<file path="src/rtl/jk_pkg.sv">
// Shared mode encoding for the JK register bank.
package jk_pkg;

  typedef enum logic [1:0] {
    JK_MODE   = 2'd0,
    UP_MODE   = 2'd1,
    DOWN_MODE = 2'd2,
    LOAD_MODE = 2'd3
  } jk_mode_t;

endpackage

</file>
<file path="src/rtl/jk_cell.sv">
// Single JK flip-flop with synchronous active-high reset to a per-bit value.
module jk_cell (
  input  logic clk,
  input  logic rst,
  input  logic rst_val,
  input  logic en,
  input  logic j,
  input  logic k,
  output logic q,
  output logic qb
);

  logic q_r;

  always_ff @(posedge clk) begin
    if (rst) begin
      q_r <= rst_val;
    end else if (en) begin
      case ({j, k})
        2'b01:   q_r <= 1'b0;
        2'b10:   q_r <= 1'b1;
        2'b11:   q_r <= ~q_r;
        default: q_r <= q_r;
      endcase
    end
  end

  assign q  = q_r;
  assign qb = ~q_r;

endmodule

</file>
<file path="src/rtl/jk_reg_bank.sv">
// Bank of JK cells driven as raw JK, up/down counter or parallel load.
// Define JK_REG_BANK_SAT_EN to make UP/DOWN saturate instead of wrapping.
module jk_reg_bank
  import jk_pkg::*;
#(
  parameter int                 WIDTH   = 4,
  parameter logic [WIDTH-1:0]   RST_VAL = '0
) (
  input  logic             clk,
  input  logic             rst,
  input  logic             en,
  input  jk_mode_t         mode,
  input  logic [WIDTH-1:0] j,
  input  logic [WIDTH-1:0] k,
  input  logic [WIDTH-1:0] d,
  output logic [WIDTH-1:0] q,
  output logic [WIDTH-1:0] qb,
  output logic             tc
);

  logic [WIDTH-1:0] up_t;
  logic [WIDTH-1:0] dn_t;
  logic [WIDTH-1:0] low_mask;
  logic [WIDTH-1:0] j_sel;
  logic [WIDTH-1:0] k_sel;
  logic             cell_en;

  // Toggle bit i when every lower bit is 1 (up) or 0 (down); masked AND keeps the chain flat.
  always_comb begin
    up_t     = '0;
    dn_t     = '0;
    low_mask = '0;
    for (int i = 0; i < WIDTH; i++) begin
      low_mask = (WIDTH'(1) << i) - WIDTH'(1);
      up_t[i]  = &(q | ~low_mask);
      dn_t[i]  = &(qb | ~low_mask);
    end
  end

  always_comb begin
    j_sel = j;
    k_sel = k;
    case (mode)
      UP_MODE: begin
        j_sel = up_t;
        k_sel = up_t;
      end
      DOWN_MODE: begin
        j_sel = dn_t;
        k_sel = dn_t;
      end
      LOAD_MODE: begin
        j_sel = d;
        k_sel = ~d;
      end
      default: begin
        j_sel = j;
        k_sel = k;
      end
    endcase
  end

  assign tc = ((mode == UP_MODE) && (&q)) || ((mode == DOWN_MODE) && ~(|q));

`ifdef JK_REG_BANK_SAT_EN
  assign cell_en = en & ~tc;
`else
  assign cell_en = en;
`endif

  for (genvar gi = 0; gi < WIDTH; gi++) begin : g_cell
    jk_cell u_cell (
      .clk     (clk),
      .rst     (rst),
      .rst_val (RST_VAL[gi]),
      .en      (cell_en),
      .j       (j_sel[gi]),
      .k       (k_sel[gi]),
      .q       (q[gi]),
      .qb      (qb[gi])
    );
  end

endmodule

</file>
<file path="config.mk">
export PLATFORM = sky130hd
export DESIGN_NAME = jk_reg_bank
export DESIGN_NICKNAME = d
export VERILOG_FILES = /design/src/rtl/jk_pkg.sv /design/src/rtl/jk_cell.sv /design/src/rtl/jk_reg_bank.sv
export SDC_FILE = /design/constraint.sdc
export NUM_CORES = 1
export LEC_CHECK = 0
export CAP_MARGIN = 20
export CORE_MARGIN = 1
export CORE_UTILIZATION = 29
export CTS_CLUSTER_DIAMETER = 150
export DETAILED_ROUTE_END_ITERATION = 12
export PLACE_DENSITY_LB_ADDON = 0.1
export SYNTH_ARGS = -nofsm -noshare
export SYNTH_HDL_FRONTEND = slang
export SYNTH_SLANG_ARGS = --single-unit
</file>
<file path="constraint.sdc">
create_clock -name clk -period 2.7 [get_ports clk]
set_clock_uncertainty 0.15 [all_clocks]
set_input_delay 0.675 -clock clk [delete_from_list [all_inputs] [get_ports clk]]
set_output_delay 0.675 -clock clk [all_outputs]
set_load 0.01 [all_outputs]
</file>
==> out/qor.yml <==
finish:
  diodes: 0
  drive_gt1_frac: 0.2326
  n_fill_cell: 151
  largest_register_ffs: 4
  nets: 105
  multiInputGateArea_um2: 292.8
  area_growth_pct: 59.73
  seq_area_um2: 80.08
  fin_cells: 102
  final_util: 0.4975
worst_hold_path:
  hp-start: "g_cell[1].u_cell.q"
  holdCritPathClass: "flop to flop"
  holdPathStages: 2
  min_to: "g_cell[1].u_cell.q"
status:
  violations: "design-rule violations"
  status: "finished, violations left"
pwr:
  powerDensity_nw_per_um2: 397.5
  vdd_drop_max_mv: 0.1391
  leakage_uw: 0.0002890
critical_path:
  crit_family: "simple AND/OR/NAND/NOR gates"
  cp-end-kind: "output port"
  reg2reg_depth: 5
  rrSetupSlack_ns: 1.18
  cp_cell_sequence: "dlygate4sd2_1 -> or3_4 -> nor2_4 -> a31o_2 -> buf_2"
  path_class: "input port to output port"
  r2r_end: "g_cell[2].u_cell.q"
  cp.arrival_ns: 1.70
  critPathLaunchType: "input port"
  crit_fanout: 2
  critPathSlowestCell: "or3_4"
  max_stage_delay_ns: 0.40
  path_buf_inv: 2
  r2r-start: "g_cell[1].u_cell.q"
  required_ns: 1.88
timing:
  postLayoutSetupSlackWorst_ns: 0.1795
  hold_ws_ns: 0.4525
  finalMaxSlewViolations: 0
  relSlewSlack: 0.7687
  finalCriticalPeriod_ns: 2.520
  hold_viol_final: 0
  clock.fmax_mhz: 396.8
  setup_violations: 0
  final.period_utilization: 0.9335
  rsz0062_at_grt: "false"
  tns_ns: 0
  tightest_slew_ns: 0.3459
global_route:
  busiest_layer: "met2"
  antenna_found_initial: 0
  met3_usage: 0.03017
  grt_max_degree: 16
  grtUsageMet1: 0.2356
  met2_usage: 0.2615
  first_global_vias: 490
  grt_pass1_wl_mm: 2.339
  grt.total_usage: 0.1771
  overflow: 0
cts:
  cts_buffers: 3
  cts_hold_repair.buffers: 0
  cts_root_buf: "clkbuf_4"
  worstSkewPairLatency_ns: 0.24
  clk_pin_slew_worst_paths_ns: 0.05
  cts_tree: "done"
  htree_levels: 1
  cts_sinks: 4
  cts_buffer_depth: 2
synthesis:
  synth-edff-count: 0
  synth_warnings: 0
  synth_nets: 78
  ys_ff_latch: 4
  syn_avg_cell_area_um2: 7.692
  ys_types: 33
  ys.flop_type: "dfxtp_1"
  synth-seq-area-share: 0.1707
  syn_area_um2: 469.2
  ys_async_sr_fraction: 0
  syn_inst: 61
routing:
  first_pass_iters: 8
  wl_mm: 1.322
  drc: 1
  vias: 553
  avgRoutedWirePerCell_um: 12.96
  drtIter0Drc: 7
  final_antenna_net_count: 0
  vias_per_cell: 5.422
placed_design:
  portBuffers: 25
  gp_congestion: 0.7720
  place_ws_ns: -0.4172
  dpl.hpwl_mm: 1.019
  place_inst: 98
die:
  initial_core_util: 0.3115
  chipWidth_um: 42.23
  die_y_um: 42.23
  ios: 26
  design.die.area_um2: 1783
  placement_rows: 14
  coreArea_um2: 1506
flow_run:
  drv_cap: 0
Yosys cell counts, types with 2 or more instances:
master	number	area [µm²]
buf_4	8	60.06
a31oi_1	3	18.77
buf_2	3	15.01
nand3_1	2	10.01
o211ai_1	3	22.52
a21oi_1	3	15.01
nor2_1	2	7.510
dfxtp_1	4	80.08
inv_1	5	18.77
o221ai_1	3	26.28
or3_1	3	18.77
kinds of logic after synthesis:
| group | synth area share |
|---|---|
| buf+inv | 0.2320 |
| compound gates | 0.4320 |
| simple gates | 0.1654 |
| flops | 0.1707 |
per-stage QoR:
step	power [µW]	area, µm²
3_3_place_gp	215.1	713.2
6_report	297.9	749.5
2_1_floorplan	157.5	469.2
5_1_grt	322.0	749.5
4_1_cts	300.5	749.5
3_5_place_dp	216.3	713.2
worst max-delay path by stage:
stage	from	to	slack, ns	depth (start not counted)
final	mode[0]	tc	0.18	5
after global placement	mode[0]	tc	-0.40	5
after CTS	mode[0]	tc	0.19	5
after floorplan	mode[0]	tc	0.53	3
after detailed placement	mode[0]	tc	-0.42	5
after global routing	mode[0]	tc	0.14	5
worst register-to-register path, delay by kind of cell (launching register included):
| family | cells | cell delay (ns) |
|---|---|---|
| compound gates | 3 | 0.60 |
| simple gates | 1 | 0.20 |
| buf+inv | 1 | 0.15 |
| flops | 1 | 0.31 |
per-layer routing:
metal	wire [µm]	up-vias	part of all wire
met5	0	-	0
met4	15	0	0.011
met3	48	2	0.036
met2	598	19	0.45
met1	659	250	0.50
li1	-	282	-
cells in the final DEF (no fill, tap or decap), types with 2 or more instances in the layout:
cell type and n:
clkdlybuf4s50_1 23, buf_4 9, inv_1 5, dfxtp_1 4, o221ai_1 3, o211ai_1 3, a31oi_1 3, a21oi_1 3
clkbuf_4 3, nand3_1 2, or3_1 2
timing repair:
action | in CTS | in global routing
endpoints found under the setup margin | 1 | 0
setup buffers | 1 | 0
resized for setup | 8 | 0
cell type report:
class | instances | area share
flip-flops and latches | 4 | 0.1068
inverters | 6 | 0.03005
multi-input cells | 39 | 0.3907
repair buffers | 34 | 0.4157
well taps | 16 | 0.02671
clock buffers | 3 | 0.03005
power breakdown:
group	switching (µW)	leakage, µW	total (µW)	internal, µW
registers	11.3	0.0000333	78.7	67.5
logic	58.0	0.000242	142	83.8
clock network	27.4	0.0000138	77.3	49.9
total	96.6	0.000289	298	201
No activity file was read; power rests on OpenSTA's default activity.
